`config.mk`:
```
export PLATFORM = sky130hd
export DESIGN_NAME = uart_job_dispatch
export DESIGN_NICKNAME = d
export VERILOG_FILES = /design/src/rtl/uart_proto_pkg.sv /design/src/rtl/crc32.sv /design/src/rtl/uart_resp_parser.sv /design/src/rtl/uart_job_dispatch.sv
export SDC_FILE = /design/constraint.sdc
export NUM_CORES = 1
export LEC_CHECK = 0
export BUFFER_PORTS_ARGS = -buffer_cell sky130_fd_sc_hd__clkbuf_2
export CORE_AREA = 2 2 231 233
export CTS_CLUSTER_DIAMETER = 40
export DETAILED_ROUTE_END_ITERATION = 7
export DIE_AREA = 0 0 233 235
export PLACE_DENSITY_LB_ADDON = 0.08
export SETUP_SLACK_MARGIN = 0.02
export SYNTH_ARGS = -nofsm -noshare
export SYNTH_HDL_FRONTEND = slang
export SYNTH_SLANG_ARGS = --single-unit
```
`constraint.sdc`:
```
create_clock -name comm_clk -period 23.1 [get_ports comm_clk]
set_input_delay 1.155 -clock comm_clk [delete_from_list [all_inputs] [get_ports comm_clk]]
set_output_delay 1.155 -clock comm_clk [all_outputs]
set_load 0.02 [all_outputs]
```
`src/rtl/uart_proto_pkg.sv`:
```
// Shared message codes, frame geometry and state/event types for the miner UART packet protocol.
package uart_proto_pkg;
  localparam logic [7:0] MSG_INFO     = 8'd0;
  localparam logic [7:0] MSG_INVALID  = 8'd1;
  localparam logic [7:0] MSG_PUSH_JOB = 8'd2;
  localparam logic [7:0] MSG_NONCE    = 8'd3;
  localparam logic [7:0] MSG_ACK      = 8'd4;
  localparam logic [7:0] MSG_RESEND   = 8'd5;

  localparam int JOB_SIZE     = 416;
  localparam int PUSH_JOB_LEN = 60;
  localparam int HDR_LEN      = 4;
  localparam int CRC_LEN      = 4;

  typedef enum logic [1:0] {TX_IDLE, TX_SEND, TX_GAP, TX_WAIT_RESP} tx_state_t;
  typedef enum logic [1:0] {EV_NONE, EV_ACK, EV_RESEND, EV_INVALID} resp_event_t;
endpackage

```
`src/rtl/crc32.sv`:
```
// Shared CRC32 engine: poly 04C11DB7, init all-ones, MSB first, no final xor,
// so a receiver running it over payload plus appended CRC ends at zero.
module crc32 (
  input  logic        clk,
  input  logic        reset,
  input  logic        clear,
  input  logic        valid,
  input  logic [7:0]  data,
  output logic [31:0] crc
);
  function automatic logic [31:0] crc_byte(input logic [31:0] c, input logic [7:0] d);
    logic [31:0] r;
    r = c;
    for (int i = 7; i >= 0; i--)
      r = (r[31] ^ d[i]) ? ({r[30:0], 1'b0} ^ 32'h04C11DB7) : {r[30:0], 1'b0};
    return r;
  endfunction

  always_ff @(posedge clk) begin
    if (reset || clear) crc <= 32'hFFFF_FFFF;
    else if (valid)     crc <= crc_byte(crc, data);
  end
endmodule

```
`src/rtl/uart_resp_parser.sv`:
```
// Response-frame parser: length-prefixed framing, inter-byte gap abort, and
// registered one-cycle event / nonce outputs.
module uart_resp_parser
  import uart_proto_pkg::*;
#(
  parameter int RX_GAP_TIMEOUT = 20000
) (
  input  logic        clk,
  input  logic        reset,
  input  logic        received,
  input  logic [7:0]  rx_byte,
  output resp_event_t resp_evt,
  output logic        nonce_valid,
  output logic [31:0] nonce
);
  logic [7:0]  count;
  logic [7:0]  len;
  logic [7:0]  msg_type;
  logic [23:0] nonce_sr;
  logic [31:0] gap;
  logic [7:0]  type_now;
  logic        last;

  // The type byte may arrive on the very cycle the frame completes.
  always_comb begin
    type_now = (count == 8'd3) ? rx_byte : msg_type;
    last     = (count != 8'd0) && ((count + 8'd1) == len);
  end

  always_ff @(posedge clk) begin
    if (reset) begin
      count       <= 8'd0;
      len         <= 8'd0;
      msg_type    <= 8'd0;
      nonce_sr    <= 24'd0;
      gap         <= 32'd0;
      resp_evt    <= EV_NONE;
      nonce_valid <= 1'b0;
      nonce       <= 32'd0;
    end else begin
      resp_evt    <= EV_NONE;
      nonce_valid <= 1'b0;
      if (received) begin
        gap <= 32'd0;
        if (count == 8'd0) begin
          if (rx_byte == 8'd1)       resp_evt <= EV_ACK;
          else if (rx_byte != 8'd0) begin
            len   <= rx_byte;
            count <= 8'd1;
          end
        end else begin
          count    <= last ? 8'd0 : count + 8'd1;
          nonce_sr <= {nonce_sr[15:0], rx_byte};
          if (count == 8'd3) msg_type <= rx_byte;
          if (last && count >= 8'd3) begin
            case (type_now)
              MSG_RESEND:  resp_evt <= EV_RESEND;
              MSG_INVALID: resp_evt <= EV_INVALID;
              MSG_NONCE: if (len == 8'd8) begin
                nonce       <= {nonce_sr, rx_byte};
                nonce_valid <= 1'b1;
              end
              default: ;
            endcase
          end
        end
      end else if (count != 8'd0) begin
        if (gap == 32'(RX_GAP_TIMEOUT - 1)) begin
          count <= 8'd0;
          gap   <= 32'd0;
        end else begin
          gap <= gap + 32'd1;
        end
      end
    end
  end
endmodule

```
`src/rtl/uart_job_dispatch.sv`:
```
// Host side of the miner UART protocol: frames a job as MSG_PUSH_JOB with CRC32 and retries on RESEND/timeout.
// Optional retry statistics are enabled by defining UART_JOB_DISPATCH_STATS_EN.
module uart_job_dispatch #(
  parameter int JOB_SIZE       = 416,
  parameter int MAX_RETRIES    = 3,
  parameter int RESP_TIMEOUT   = 200000,
  parameter int RX_GAP_TIMEOUT = 20000
) (
  input  logic                comm_clk,
  input  logic                reset,
  input  logic                job_valid,
  output logic                job_ready,
  input  logic [JOB_SIZE-1:0] job,
  output logic [7:0]          tx_byte,
  output logic                transmit,
  input  logic                is_transmitting,
  input  logic                received,
  input  logic [7:0]          rx_byte,
  output logic                nonce_valid,
  output logic [31:0]         nonce,
  output logic                job_acked,
  output logic                job_failed,
  output logic [15:0]         stat_retries
);
  import uart_proto_pkg::*;

  localparam logic [5:0] FRAME_END = 6'(PUSH_JOB_LEN);
  localparam logic [5:0] CRC_POS   = 6'(PUSH_JOB_LEN - CRC_LEN);

  tx_state_t          state, state_next;
  logic [JOB_SIZE-1:0] job_q;
  logic [5:0]          idx, idx_next;
  logic [7:0]          retries, retries_next;
  logic [31:0]         timer, timer_next;
  logic                send_now, retry_now, acked_next, failed_next, crc_clear;
  logic [7:0]          frame_byte;
  logic [8:0]          pay_bit;
  logic [31:0]         crc;
  resp_event_t         resp_evt;

  uart_resp_parser #(.RX_GAP_TIMEOUT(RX_GAP_TIMEOUT)) u_parser (
    .clk(comm_clk), .reset(reset), .received(received), .rx_byte(rx_byte),
    .resp_evt(resp_evt), .nonce_valid(nonce_valid), .nonce(nonce)
  );

  // CRC restarts whenever a frame (first or retried) begins from byte 0.
  assign crc_clear = (state == TX_IDLE) || retry_now;

  crc32 u_crc (
    .clk(comm_clk), .reset(reset), .clear(crc_clear),
    .valid(send_now && (idx < CRC_POS)), .data(frame_byte), .crc(crc)
  );

  always_comb begin
    pay_bit = {idx - 6'd4, 3'b000};
    case (idx)
      6'd0:            frame_byte = 8'(PUSH_JOB_LEN);
      6'd1, 6'd2:      frame_byte = 8'h00;
      6'd3:            frame_byte = MSG_PUSH_JOB;
      CRC_POS:         frame_byte = crc[31:24];
      CRC_POS + 6'd1:  frame_byte = crc[23:16];
      CRC_POS + 6'd2:  frame_byte = crc[15:8];
      CRC_POS + 6'd3:  frame_byte = crc[7:0];
      default:         frame_byte = (idx < CRC_POS) ? job_q[pay_bit +: 8] : 8'h00;
    endcase
  end

  always_comb begin
    state_next   = state;
    idx_next     = idx;
    retries_next = retries;
    timer_next   = timer;
    send_now     = 1'b0;
    retry_now    = 1'b0;
    acked_next   = 1'b0;
    failed_next  = 1'b0;
    case (state)
      TX_IDLE: if (job_valid && job_ready) begin
        idx_next     = 6'd0;
        retries_next = 8'd0;
        state_next   = TX_SEND;
      end
      TX_SEND: if (!is_transmitting) begin
        send_now   = 1'b1;
        idx_next   = idx + 6'd1;
        state_next = TX_GAP;
      end
      TX_GAP: begin
        if (idx == FRAME_END) begin
          timer_next = 32'd0;
          state_next = TX_WAIT_RESP;
        end else begin
          state_next = TX_SEND;
        end
      end
      TX_WAIT_RESP: begin
        timer_next = timer + 32'd1;
        if (resp_evt == EV_ACK) begin
          acked_next = 1'b1;
          state_next = TX_IDLE;
        end else if (resp_evt == EV_INVALID) begin
          failed_next = 1'b1;
          state_next  = TX_IDLE;
        end else if (resp_evt == EV_RESEND || timer == 32'(RESP_TIMEOUT)) begin
          if (retries < 8'(MAX_RETRIES)) begin
            retry_now    = 1'b1;
            retries_next = retries + 8'd1;
            idx_next     = 6'd0;
            state_next   = TX_SEND;
          end else begin
            failed_next = 1'b1;
            state_next  = TX_IDLE;
          end
        end
      end
      default: state_next = TX_IDLE;
    endcase
  end

  always_ff @(posedge comm_clk) begin
    if (reset) begin
      state      <= TX_IDLE;
      idx        <= 6'd0;
      retries    <= 8'd0;
      timer      <= 32'd0;
      tx_byte    <= 8'h00;
      transmit   <= 1'b0;
      job_ready  <= 1'b0;
      job_acked  <= 1'b0;
      job_failed <= 1'b0;
    end else begin
      state      <= state_next;
      idx        <= idx_next;
      retries    <= retries_next;
      timer      <= timer_next;
      transmit   <= send_now;
      if (send_now) tx_byte <= frame_byte;
      job_ready  <= (state_next == TX_IDLE);
      job_acked  <= acked_next;
      job_failed <= failed_next;
    end
  end

  always_ff @(posedge comm_clk) begin
    if (state == TX_IDLE && job_valid && job_ready) job_q <= job;
  end

`ifdef UART_JOB_DISPATCH_STATS_EN
  logic [15:0] stat_q;
  always_ff @(posedge comm_clk) begin
    if (reset)                              stat_q <= 16'd0;
    else if (retry_now && stat_q != 16'hFFFF) stat_q <= stat_q + 16'd1;
  end
  assign stat_retries = stat_q;
`else
  assign stat_retries = 16'd0;
`endif
endmodule

```
## Word level (Yosys, flattened, before mapping)

Index checks and enable logic that the tools add are counted.

- Flip-flop bits (word level): 623
- Input port bits: 429
- Output and inout port bits: 61
- Logic and storage cells: 174

- Add/subtract/negate cells: 6
- $lt $le $gt $ge: 3
- Eq/ne operators: 32
- Shift operators: 1
- Mux-type cells: 58
- Bitwise gates (word level): 22
- Reductions and logical operators: 33

Operator list:

| cell | count |
|---|---|
| variable part select 416 x 10 -> 8 bit | 1 |
| 2-to-1 mux 27 bit | 8 |
| 2-to-1 mux 8 bit | 14 |
| inverter 14 bit | 8 |
| adder 32 x 1 -> 32 bit, second input constant | 2 |
| 2-to-1 mux 32 bit | 2 |
| one-hot mux 32 bit (2 select lines) | 1 |
| one-hot mux 8 bit (7 select lines) | 1 |
| 2-to-1 mux 6 bit | 6 |
| equality test 32 x 15 -> 1 bit, second input constant | 1 |
| equality test 32 x 18 -> 1 bit, second input constant | 1 |
| equality test 6 bit, second input constant | 5 |
| one-hot mux 6 bit (3 select lines) | 1 |
| adder 8 x 1 -> 8 bit, second input constant | 2 |
| equality test 8 x 1 -> 1 bit, second input constant | 2 |
| equality test 8 x 2 -> 1 bit, second input constant | 2 |
| 2-to-1 mux 2 bit | 8 |
| one-hot mux 8 bit (2 select lines) | 1 |
| nonzero test 8 bit | 2 |
| 2-to-1 mux 1 bit | 14 |
| equality test 6 x 2 -> 1 bit, second input constant | 2 |
| != test 2 bit, second input constant | 6 |
| equality test 2 bit, second input constant | 4 |
| equality test 8 x 3 -> 1 bit, second input constant | 1 |
| other kinds (30) | 60 |

## Longest topological paths before layout

- Depth in word-level cells: 20
- Depth in mapped cells: 18
- Gate-level depth less buffers: 12

## Modules after synthesis

From an unflattened synthesis, not the netlist that was laid out.

- Cells, all modules: 1883
- Area total of the unflattened synthesis: 26198.9 sq um

Modules (own cells, without submodules):

| module | times used | cells each | area an instance (sq um) | seq. area each (sq um) |
|---|---|---|---|---|
| uart_job_dispatch | 1 | 1143 | 19259.7 | 13693.1 |
| uart_resp_parser | 1 | 558 | 4928.5 | 2302.2 |
| crc32 | 1 | 182 | 2010.7 | 640.6 |

## Worst setup path before layout

OpenSTA, ideal clock, no wires.

- Path type: input to register
- From: input job_valid
- To: register retries[7]
- Library setup time: 641 ps
- Data arrival time: 15638 ps
- Required time: 22459 ps
- Slack: 6821 ps
- Stages on the path: 7
- Path buffers: 1
- Path through: and3_1 > clkbuf_1 > o21ai_0 > nor3_1 > nand3_1 > xor2_1 > nor3_1

- Word-level cells in the longest chain between the ends: 3

Ends and longest elaborated chain:

| what | line | RTL |
|---|---|---|
| from (decl) | uart_job_dispatch.sv:11 | `input logic job_valid,` |
| logical AND 1 bit | uart_job_dispatch.sv:78 | `TX_IDLE: if (job_valid && job_ready) begin` |
| != test 2 x 1 -> 1 bit (no source line) | -- |  |
| AND reduction 6 bit (no source line) | -- |  |
| to (signal assigned) | uart_job_dispatch.sv:134 | `retries <= retries_next;` |
| to (decl) | uart_job_dispatch.sv:33 | `logic [7:0] retries, retries_next;` |

No other way between the ends.
A chain may end at the register's enable or synchronous reset.

## Worst setup path in the final report

- From: register idx[2]
- To: register u_crc.crc[26]

- Word-level cells in the longest chain between the ends: 12
- Elaborated cells on any way between the ends: 27
- Those cells by class: 1 x add/sub; 1 x order compare; 7 x eq/ne; 1 x shift; 8 x mux; 6 x bitwise; 3 x reduce/logical

Ends and longest elaborated chain:

| what | line | RTL |
|---|---|---|
| from (decl) | uart_job_dispatch.sv:32 | `logic [5:0] idx, idx_next;` |
| from (signal assigned) | uart_job_dispatch.sv:133 | `idx <= idx_next;` |
| subtractor 6 x 3 -> 6 bit | uart_job_dispatch.sv:55 | `pay_bit = {idx - 6'd4, 3'b000};` |
| variable part select 416 x 10 -> 8 bit | uart_job_dispatch.sv:64 | `default: frame_byte = (idx < CRC_POS) ? job_q[pay_bit +: 8] : 8'h00;` |
| 2-to-1 mux 8 bit | uart_job_dispatch.sv:64 |  |
| one-hot mux 8 bit (7 select lines) | uart_job_dispatch.sv:56 | `case (idx)` |
| bitwise XOR 1 bit | crc32.sv:15 | `r = (r[31] ^ d[i]) ? ({r[30:0], 1'b0} ^ 32'h04C11DB7) : {r[30:0], 1'b0};` |
| 2-to-1 mux 27 bit | crc32.sv:15 |  |
| inverter 14 bit (no source line) | -- |  |
| 2-to-1 mux 27 bit (3 in a row) | crc32.sv:15 |  |
| inverter 14 bit (no source line) | -- |  |
| 2-to-1 mux 27 bit | crc32.sv:15 |  |
| to (signal assigned) | crc32.sv:21 | `else if (valid) crc <= crc_byte(crc, data);` |
| to (decl) | crc32.sv:9 | `output logic [31:0] crc` |

Several ways; a longest one is shown, not always the timed one.

==> results.toml <==
[routing]
drt-total-wl_mm = 70.6
drc = 0
drt-initial-drc-count = 1301
ant_nets = 0
routed-via-count = 17000
viasPerCell = 5.43
drt_pass1_iterations = 6
wire_per_inst_um = 22.5

[setup_path]
slowest_stage = "ha_1"
crit_path_max_incr_delay_ns = 1.22
critical_path_buf_inv_count = 2
crit_family = "XOR/XNOR gates"
crit_fanout = 41
cpMostUsedCell = "xnor3_1"
end_kind = "register"
critical_path_class = "reg -> reg"
worstPathCellList = "buf_4, inv_1, ha_1, nor2b_1, a221oi_1, o21ai_0, o211ai_1, a31oi_4, xor2_4, xnor3_1, xnor3_1, o21ai_1"
cp_data_arrival_time_ns = 5.81
startpoint_type = "register"
required_ns = 23.64

[place]
pre_cts_slack_ns = 17.91
dp_hpwl_mm = 51.7
portBuffers = 473
gp_congestion = 0.867

[timing]
final-max-slew-violation-count = 0
finalSetupViolations = 0
fin_crit_ns = 5.26
relSlewSlack_pct = 22.9
rsz0062_at_grt = "no"
tightest_slew_ns = 1.16
finalClockSkew_ns = 0.0250
hold_viol = 0
tns_ns = 0
max_freq_mhz = 190
setup_slack_ns = 17.84
fin_crit_sh_pct = 22.8

[logic_synthesis]
synth_top_area_share_pct = 48.1
synthTopCellsByArea = "edfxtp_1, dfxtp_1, mux4_2"
syn_inst = 1863
ys.flop_type = "edfxtp_1"
yosysSeqAreaShare_pct = 64.0
async_flop_share_pct = 0
yosysWarnings = 0
synth-edff-count = 416
synth_most_common_cell = "edfxtp_1"
yosys_register_bits = 623
synth_cell_types = 88
synth_common_cells = "edfxtp_1, dfxtp_1, nand2_1"
syn_area_per_cell_um2 = 13.9
yosysTopAreaCell = "edfxtp_1"
synth_area_um2 = 26000

[power_and_ir_drop]
comb_power_share_pct = 6.9
p_int_mw = 2.25
finalPower_mw = 2.92
seq_power_share_pct = 43.1
leakage_nw = 11.8
sw_frac_of_total_pct = 22.7
ir_worst_vdd_mv = 0.0787
cellPowerDensity_nw_per_um2 = 90.9
switchingPower_mw = 0.662
clock_power_share_pct = 50.1

[global_routing]
grt_use_total_pct = 25.9
overflow = 0
first_global_vias = 17300
antenna_found_initial = 23
grt_max_degree = 88
grt_pass1_wl_mm = 105

[worst_hold_path]
hold_path_class = "reg -> reg"

[cts]
clk_pin_slew_ns = 0.05
ctsResizeCount = 0
cts_sinks = 623
clk_latency_ns = 0.63
numCtsBuffers = 93
h-tree-depth = 3
ctsHoldBuffers = 0
cts_tree = "yes"
cts_setup_buffers = 0
cts_root_buffer = "clkbuf_16"
cts_max_path_buffers = 3

[die]
rows = 84
core_um2 = 52200
boundaryPins = 490
die_height_um = 235
die_w_um = 233
start_util_pct = 49.7
die-area_um2 = 54800

[finish]
nets = 2796
drive_gt1_share_pct = 32.1
area_delta_synth_final_pct = 23.5

[flow_run]
maxCapViolations = 0

[run_status]
status = "complete, no violations"
-- worst paths after layout --
path	start	end	slack (ns)	cells past startpoint
max	idx[2]$_SDFFE_PP0P_	u_crc.crc[26]$_SDFFE_PP1P_	17.84	12
min	retries[2]$_SDFFE_PP0P_	retries[2]$_SDFFE_PP0P_	0.44	2
max reg2reg	idx[2]$_SDFFE_PP0P_	u_crc.crc[26]$_SDFFE_PP1P_	17.84	12
min reg2reg	retries[2]$_SDFFE_PP0P_	retries[2]$_SDFFE_PP0P_	0.44	2
-- cell families after synthesis --
family / count (synthesis) / synth area share [%]
other cells: 1 / 0.0144
buf+inv: 128 / 2.75
simple gates: 512 / 9.33
fa+ha+maj: 14 / 0.674
mux: 189 / 10.8
flops: 623 / 64.0
compound gates: 262 / 6.61
xor+xnor: 134 / 5.80
-- worst min-delay path: stages (launching register included) --
cell and delay [ns]:
dfxtp_1 0.32, inv_1 0.05, nor2_1 0.03
-- flip-flops by register name (all words and copies together) (netlist names) --
register	flops
u_parser.msg_type	8
tx_byte	8
u_parser.len	8
u_parser.count	8
u_parser.resp_evt	2
u_parser.nonce	32
u_crc.crc	32
u_parser.gap	32
u_parser.nonce_sr	24
job_failed	1
transmit	1
job_q	416
retries	8
idx	6
u_parser.nonce_valid	1
timer	32
job_acked	1
job_ready	1
state	2
-- routing by layer --
layer,part of all wire (%),vias to the layer above,track usage [%]
met5,0.16,-,0
met1,38,8377,31.0
met2,53,527,45.2
li1,-,7996,-
met4,2.0,16,7.35
met3,6.9,95,7.48
-- cell type report --
type,count,area [µm²]
Sequential cell,623,16600
Multi-Input combinational cell,1127,8690
Timing Repair Buffer,491,2500
Clock inverter,68,850
Fill cell,4071,20200
Inverter,17,63.8
Antenna cell,14,35.0
Tap cell,688,861
Clock buffer,106,2430
-- per-stage QoR --
step / util, % / hold WS, ns / instance area [µm²] / cells
2_1_floorplan: - / 0.418 / 26000 / 1878
3_3_place_gp: 55.1 / 0.434 / 28800 / 2946
3_5_place_dp: 55.1 / 0.437 / 28800 / 2946
4_1_cts: 61.3 / 0.446 / 32000 / 3120
5_1_grt: 61.4 / 0.476 / 32100 / 3132
6_report: 61.4 / 0.443 / 32100 / 3134
-- power by group through the flow --
stage	registers [mW]	clock network [mW]	logic, mW
final	1.26	1.46	0.200
after global routing	1.26	1.53	0.216
after CTS	1.26	1.48	0.203
after detailed placement	1.28	0	0.202
after global placement	1.28	0	0.200
after floorplan	1.30	0	0.126
-- cells in the final DEF (no fill, tap or decap), types with 14 or more instances in the layout --
| cell | netlist | layout |
|---|---|---|
| conb_1 | 1 | 16 |
| nand3_1 | 43 | 43 |
| o21ai_0 | 36 | 36 |
| nor4_1 | 15 | 15 |
| clkbuf_2 | 0 | 472 |
| o211ai_1 | 21 | 21 |
| xor2_1 | 61 | 61 |
| xnor2_1 | 46 | 46 |
| mux4_2 | 70 | 70 |
| mux2i_1 | 105 | 105 |
| o21ai_1 | 14 | 14 |
| diode_2 | 0 | 14 |
| nor3_1 | 25 | 25 |
| bufinv_16 | 0 | 14 |
| dfxtp_1 | 207 | 204 |
| edfxtp_1 | 416 | 416 |
| ha_1 | 14 | 14 |
| inv_1 | 16 | 16 |
| nand4_1 | 17 | 17 |
| nand2_1 | 162 | 162 |
| nor2_1 | 157 | 157 |
| or3_1 | 16 | 16 |
| buf_4 | 35 | 19 |
| a22oi_1 | 30 | 30 |
| clkbuf_16 | 0 | 94 |
| inv_6 | 0 | 16 |
| a21oi_1 | 89 | 89 |
No activity file was read; power rests on OpenSTA's default activity.
